[src/rtl/hazard_controller_pkg.sv]
// Shared definitions for the pipeline hazard controller: FSM encoding,
// the pipeline-register control bundle and its canonical values.
package hazard_controller_pkg;

    typedef enum logic [1:0] {
        RUN      = 2'd0,
        MEM_WAIT = 2'd1,
        ERROR    = 2'd2
    } state_t;

    localparam logic [4:0] REG_ZERO = 5'd0;

    typedef struct packed {
        logic pc_write;
        logic if_id_write;
        logic if_id_sync_clr;
        logic id_ex_hold;
        logic id_ex_sync_clr;
        logic ex_mem_hold;
        logic mem_wb_sync_clr;
    } ctrl_t;

    // Bit order follows the struct: pc, ifw, ifclr, idhold, idclr, exhold, memwbclr.
    localparam ctrl_t CTRL_NORMAL = ctrl_t'(7'b1100000);
    localparam ctrl_t CTRL_FLUSH  = ctrl_t'(7'b1110000);
    localparam ctrl_t CTRL_BUBBLE = ctrl_t'(7'b0000100);
    localparam ctrl_t CTRL_FREEZE = ctrl_t'(7'b0001011);

    function automatic logic src_match(input logic [4:0] load_rt, input logic [4:0] src);
        return (load_rt == src);
    endfunction

endpackage

[src/rtl/sat_counter.sv]
// Saturating up-counter with synchronous clear (clear wins over enable).
module sat_counter #(
    parameter int W = 16
) (
    input  logic         clk,
    input  logic         rst_n,
    input  logic         clr,
    input  logic         en,
    output logic [W-1:0] count
);

    localparam logic [W-1:0] MAX_VAL = {W{1'b1}};

    // Counter register: clear, saturating increment, or hold.
    always_ff @(posedge clk or negedge rst_n) begin
        if (!rst_n) begin
            count <= {W{1'b0}};
        end else if (clr) begin
            count <= {W{1'b0}};
        end else if (en && (count != MAX_VAL)) begin
            count <= count + W'(1);
        end else begin
            count <= count;
        end
    end

endmodule

[src/rtl/hazard_controller.sv]
// Pipeline sequencing controller: load-use bubbles, branch flushes,
// data-memory freeze with timeout, and a stall-cycle counter.
module hazard_controller
    import hazard_controller_pkg::*;
#(
    parameter int TIMEOUT = 16,
    parameter int CNT_W   = 16
) (
    input  logic             clock,
    input  logic             reset,
    input  logic [4:0]       idRs,
    input  logic [4:0]       idRt,
    input  logic             idUsesRt,
    input  logic             exMemToReg,
    input  logic [4:0]       exRt,
    input  logic             branchTaken,
    input  logic             memReq,
    input  logic             memReady,
    input  logic             stallCntClr,
    output logic             pcWrite,
    output logic             ifIdWrite,
    output logic             ifIdSyncClr,
    output logic             idExHold,
    output logic             idExSyncClr,
    output logic             exMemHold,
    output logic             memWbSyncClr,
    output logic             memTimeout,
    output logic [CNT_W-1:0] stallCount
);

    localparam int WAIT_W = $clog2(TIMEOUT + 1);
    localparam logic [WAIT_W-1:0] WAIT_LIMIT = WAIT_W'(TIMEOUT);
    localparam logic [WAIT_W-1:0] WAIT_ONE   = WAIT_W'(1);
    localparam logic [WAIT_W-1:0] WAIT_ZERO  = WAIT_W'(0);

    state_t            state_r;
    state_t            state_s;
    logic [WAIT_W-1:0] wait_cnt_r;
    logic [WAIT_W-1:0] wait_cnt_s;
    logic              mem_timeout_r;
    logic              timeout_set_s;
    logic              mem_stall_s;
    logic              load_use_s;
    logic              stall_en_s;
    ctrl_t             ctrl_s;

    assign mem_stall_s = memReq & ~memReady;
    assign load_use_s  = exMemToReg & (exRt != REG_ZERO) &
                         (src_match(exRt, idRs) | (idUsesRt & src_match(exRt, idRt)));

    // FSM state, wait counter and sticky timeout flag.
    always_ff @(posedge clock or negedge reset) begin
        if (!reset) begin
            state_r       <= RUN;
            wait_cnt_r    <= WAIT_ZERO;
            mem_timeout_r <= 1'b0;
        end else begin
            state_r       <= state_s;
            wait_cnt_r    <= wait_cnt_s;
            mem_timeout_r <= mem_timeout_r | timeout_set_s;
        end
    end

    // Next-state logic; a dropped memReq in MEM_WAIT counts as completion.
    always_comb begin
        state_s       = state_r;
        wait_cnt_s    = wait_cnt_r;
        timeout_set_s = 1'b0;
        case (state_r)
            RUN: begin
                if (mem_stall_s) begin
                    state_s    = MEM_WAIT;
                    wait_cnt_s = WAIT_ONE;
                end else begin
                    wait_cnt_s = WAIT_ZERO;
                end
            end
            MEM_WAIT: begin
                if (!mem_stall_s) begin
                    state_s    = RUN;
                    wait_cnt_s = WAIT_ZERO;
                end else if (wait_cnt_r == WAIT_LIMIT) begin
                    state_s       = ERROR;
                    timeout_set_s = 1'b1;
                end else begin
                    wait_cnt_s = wait_cnt_r + WAIT_ONE;
                end
            end
            ERROR: begin
                state_s = ERROR;
            end
            default: begin
                state_s    = RUN;
                wait_cnt_s = WAIT_ZERO;
            end
        endcase
    end

    // Pipeline controls; a taken branch under load-use is deferred to the re-resolve.
    always_comb begin
        ctrl_s = CTRL_NORMAL;
        if (!reset) begin
            ctrl_s = CTRL_NORMAL;
        end else begin
            case (state_r)
                RUN: begin
                    if (mem_stall_s) begin
                        ctrl_s = CTRL_FREEZE;
                    end else if (load_use_s) begin
                        ctrl_s = CTRL_BUBBLE;
                    end else if (branchTaken) begin
                        ctrl_s = CTRL_FLUSH;
                    end else begin
                        ctrl_s = CTRL_NORMAL;
                    end
                end
                MEM_WAIT: ctrl_s = CTRL_FREEZE;
                ERROR:    ctrl_s = CTRL_FREEZE;
                default:  ctrl_s = CTRL_FREEZE;
            endcase
        end
    end

    assign pcWrite      = ctrl_s.pc_write;
    assign ifIdWrite    = ctrl_s.if_id_write;
    assign ifIdSyncClr  = ctrl_s.if_id_sync_clr;
    assign idExHold     = ctrl_s.id_ex_hold;
    assign idExSyncClr  = ctrl_s.id_ex_sync_clr;
    assign exMemHold    = ctrl_s.ex_mem_hold;
    assign memWbSyncClr = ctrl_s.mem_wb_sync_clr;
    assign memTimeout   = mem_timeout_r;
    assign stall_en_s   = ~ctrl_s.pc_write;

    sat_counter #(
        .W(CNT_W)
    ) u_stall_cnt (
        .clk   (clock),
        .rst_n (reset),
        .clr   (stallCntClr),
        .en    (stall_en_s),
        .count (stallCount)
    );

endmodule

[config.mk]
export PLATFORM = sky130hd
export DESIGN_NAME = hazard_controller
export DESIGN_NICKNAME = d
export VERILOG_FILES = /design/src/rtl/hazard_controller_pkg.sv /design/src/rtl/sat_counter.sv /design/src/rtl/hazard_controller.sv
export SDC_FILE = /design/constraint.sdc
export NUM_CORES = 1
export LEC_CHECK = 0
export ABC_CLOCK_PERIOD_IN_PS = 4200
export CORE_MARGIN = 1
export CORE_UTILIZATION = 38
export CTS_CLUSTER_SIZE = 12
export DETAILED_ROUTE_END_ITERATION = 7
export PLACE_DENSITY = 0.75
export SLEW_MARGIN = 20
export SYNTH_ARGS = -nofsm -noshare
export SYNTH_HDL_FRONTEND = slang
export SYNTH_SLANG_ARGS = --single-unit
[constraint.sdc]
create_clock -name clock -period 4.2 [get_ports clock]
set_clock_uncertainty 0.2 [all_clocks]
set_input_delay 1.05 -clock clock [delete_from_list [all_inputs] [get_ports clock]]
set_output_delay 1.05 -clock clock [all_outputs]
set_load 0.03 [all_outputs]
==> impl_metrics.yaml <==
status:
  outcome: "finished clean"
yosys:
  synth-main-ff-cell: "sky130_fd_sc_hd__dfrtp_1"
  yosysSeqAreaShare: 0.371
  asyncSetResetFlopFracSynth: 1.00
  syn-cell-area_um2: 1620
  postSynthNetCount: 190
  ys_warn_count: 0
  synth.lib_cells_used.distinct: 45
  post_synth.cell_area_avg_um2: 9.88
  post_synth_inst_count: 164
  synth.ff_latch_count: 24
  synth_enable_flop_cells: 0
routing:
  vias_per_cell: 5.35
  detail_route.wirelength_mm: 3.58
  remaining_drc_errors: 0
  first_iter_violations: 62
  num_vias: 1402
  routedWlPerCell_um: 13.6
  antenna_left: 0
  firstDrtPassIters: 4
clock_tree:
  clk_transition_reported_paths_ns: 0.09
  cts.htree.levels: 1
  tritoncts: "yes"
  post-cts-setup-buffers: 0
  cts.repair.resized: 0
  number_of_buffers_inserted_during_clock_tree_synthesis: 3
  holdBufCountCts: 0
  clkLatencyLatePin_ns: 0.27
  max-clock-path-buffers: 2
  cts_root_buf: "sky130_fd_sc_hd__clkbuf_8"
  numClockSinks: 24
job:
  max_cap_viol_count: 0
critical_path:
  critPathMaxStageDelay_ns: 0.54
  worst-r2r-setup-slack_ns: 1.64
  critical-path-slowest-cell: "sky130_fd_sc_hd__or4_1"
  worstSetupPathType: "input port to primary output"
  last_element_of_the_critical_path: "pcWrite"
  setup.worst_path.end_class: "primary output"
  crit_path_start_kind: "input port"
  worst-r2r-cell-count: 8
  timing.critical_path.fanout_max: 3
  regToRegStartpoint: "u_stall_cnt.count[1]"
  worst_ep_required_time_ns: 2.95
  critical_path_cell_sequence: "clkdlybuf4s50_1 > or4_1 > o21ai_1 > inv_1 > a21boi_4 > nand2b_1 > buf_4"
  worstSetupStartpoint: "exRt[1]"
  worst-endpoint-arrival_ns: 2.75
  timing.rr.end: "u_stall_cnt.count[7]"
cells_and_area:
  most-common-layout-cells: "sky130_fd_sc_hd__clkdlybuf4s50_1 (39), sky130_fd_sc_hd__dfrtp_1 (24), sky130_fd_sc_hd__buf_4 (14), sky130_fd_sc_hd__xnor2_1 (10), sky130_fd_sc_hd__nand4_1 (10)"
  mostFrequentLayoutCell: "sky130_fd_sc_hd__clkdlybuf4s50_1"
  syn2layout_area_growth_pct: 34.7
  nets: 239
  antenna-diode-count: 0
  post_route_cells_drive_above_1_share: 0.198
placed_design:
  gp_routability_congestion: 0.797
  post-dp-hpwl_mm: 2.72
  port_buffers: 46
sta:
  finalHoldViolations: 0
  worst-slew-pin-transition_ns: 0.725
  timing.slew.headroom: 0.515
  rsz0062_at_grt: "false"
  final.setup.tns_ns: 0
  final.period_utilization: 0.953
  fmax_ghz: 0.250
  total_of_endpoints_with_negative_setup_slack_in_the_final_report: 0
  finalCriticalPeriod_ns: 4.00
  timing.final.max_slew_violations: 0
floorplan:
  dieHeight_um: 67.3
  placeableCoreArea_um2: 4060
  top_level_ports: 47
  dieArea_um2: 4530
  placementRows: 23
  initial_core_util: 0.399
  die_span_x_um: 67.3
global_routing:
  grt_first_pass_wirelength_mm: 5.76
  antenna_found_initial: 0
  grt_util_all_layers: 0.168
  largest_net_degree_at_the_start_of_global_routing: 28
  globalRoute.totalOverflow: 0
  vias_in_the_first_global_route: 1266
power_and_ir_drop:
  power.total_mw: 0.531
  vdd_drop_max_v: 0.000181
  power_density_nw_per_um2: 243
  p_leak_nw: 0.823
worst_hold_path:
  hold_class: "register to register"
logic make-up after synthesis:
kind of cell,count (synthesis),share of synthesized area
DFF,24,0.371
buffers and inverters,16,0.0571
AOI/OAI and AO/OA,31,0.163
adders and majority gates,3,0.0232
and+or+nand+nor,71,0.268
muxes,6,0.0479
xor gates and xnor gates,13,0.0703
cell usage after synthesis (all sizes together), types with 5 or more instances:
master	n	share of area
dfrtp	24	0.37
a21oi	11	0.055
nand4	10	0.039
xnor2	10	0.054
nand2	9	0.021
nand3	9	0.028
nor2	9	0.021
or4	8	0.037
buf	7	0.036
inv	7	0.016
nor2b	7	0.027
o21ai	7	0.024
o31ai	7	0.042
mux2	5	0.042
per-layer routing:
metal | track usage | share of wire | wire length (um)
met5 | 0 | 0 | 0
met3 | 0.0389 | 0.047 | 169
met2 | 0.276 | 0.50 | 1780
met4 | 0.0399 | 0.0022 | 8
met1 | 0.222 | 0.45 | 1610
sequential cells by signal (all words and copies together), names as in the netlist:
register           count
state_r                2
memTimeout             1
wait_cnt_r             5
u_stall_cnt.count     16
per-stage QoR:
step | hold slack (ns) | instances | area, um2 | utilization | worst slack (ns)
2_1_floorplan | 0.297 | 164 | 1620 | - | 0.162
3_3_place_gp | 0.253 | 258 | 2110 | 0.521 | 0.200
3_5_place_dp | 0.264 | 258 | 2110 | 0.521 | 0.193
4_1_cts | 0.289 | 262 | 2180 | 0.538 | 0.188
5_1_grt | 0.311 | 262 | 2180 | 0.538 | 0.125
6_report | 0.293 | 262 | 2180 | 0.538 | 0.199
cell type report:
cell class	instances	area [um2]
fillers	372	1870
flip-flops and latches	24	601
repair buffers	53	495
inverters	7	26.3
clock buffers	3	41.3
multi-input cells	124	927
well taps	50	62.6
clock inverters	1	30.0
critical path: cells and delay by family:
| family | cells | cell delay (ns) |
|---|---|---|
| buffers and inverters | 3 | 0.71 |
| AO/OA/AOI/OAI | 2 | 0.28 |
| AND/OR/NAND/NOR | 2 | 0.71 |
worst min-delay path by stage:
stage,start,to,depth (start not counted)
floorplan,wait_cnt_r[4],wait_cnt_r[4],2
global placement,memTimeout,memTimeout,1
detailed placement,memTimeout,memTimeout,1
CTS,memTimeout,memTimeout,1
global route,memTimeout,memTimeout,1
finish,memTimeout,memTimeout,1
power breakdown:
part,leakage (nW),internal [mW],switching [mW],total (mW)
registers,0.333,0.233,0.00353,0.237
logic,0.455,0.0443,0.0491,0.0934
clock network,0.0357,0.127,0.0738,0.201
No activity file was read; power rests on OpenSTA's default activity.
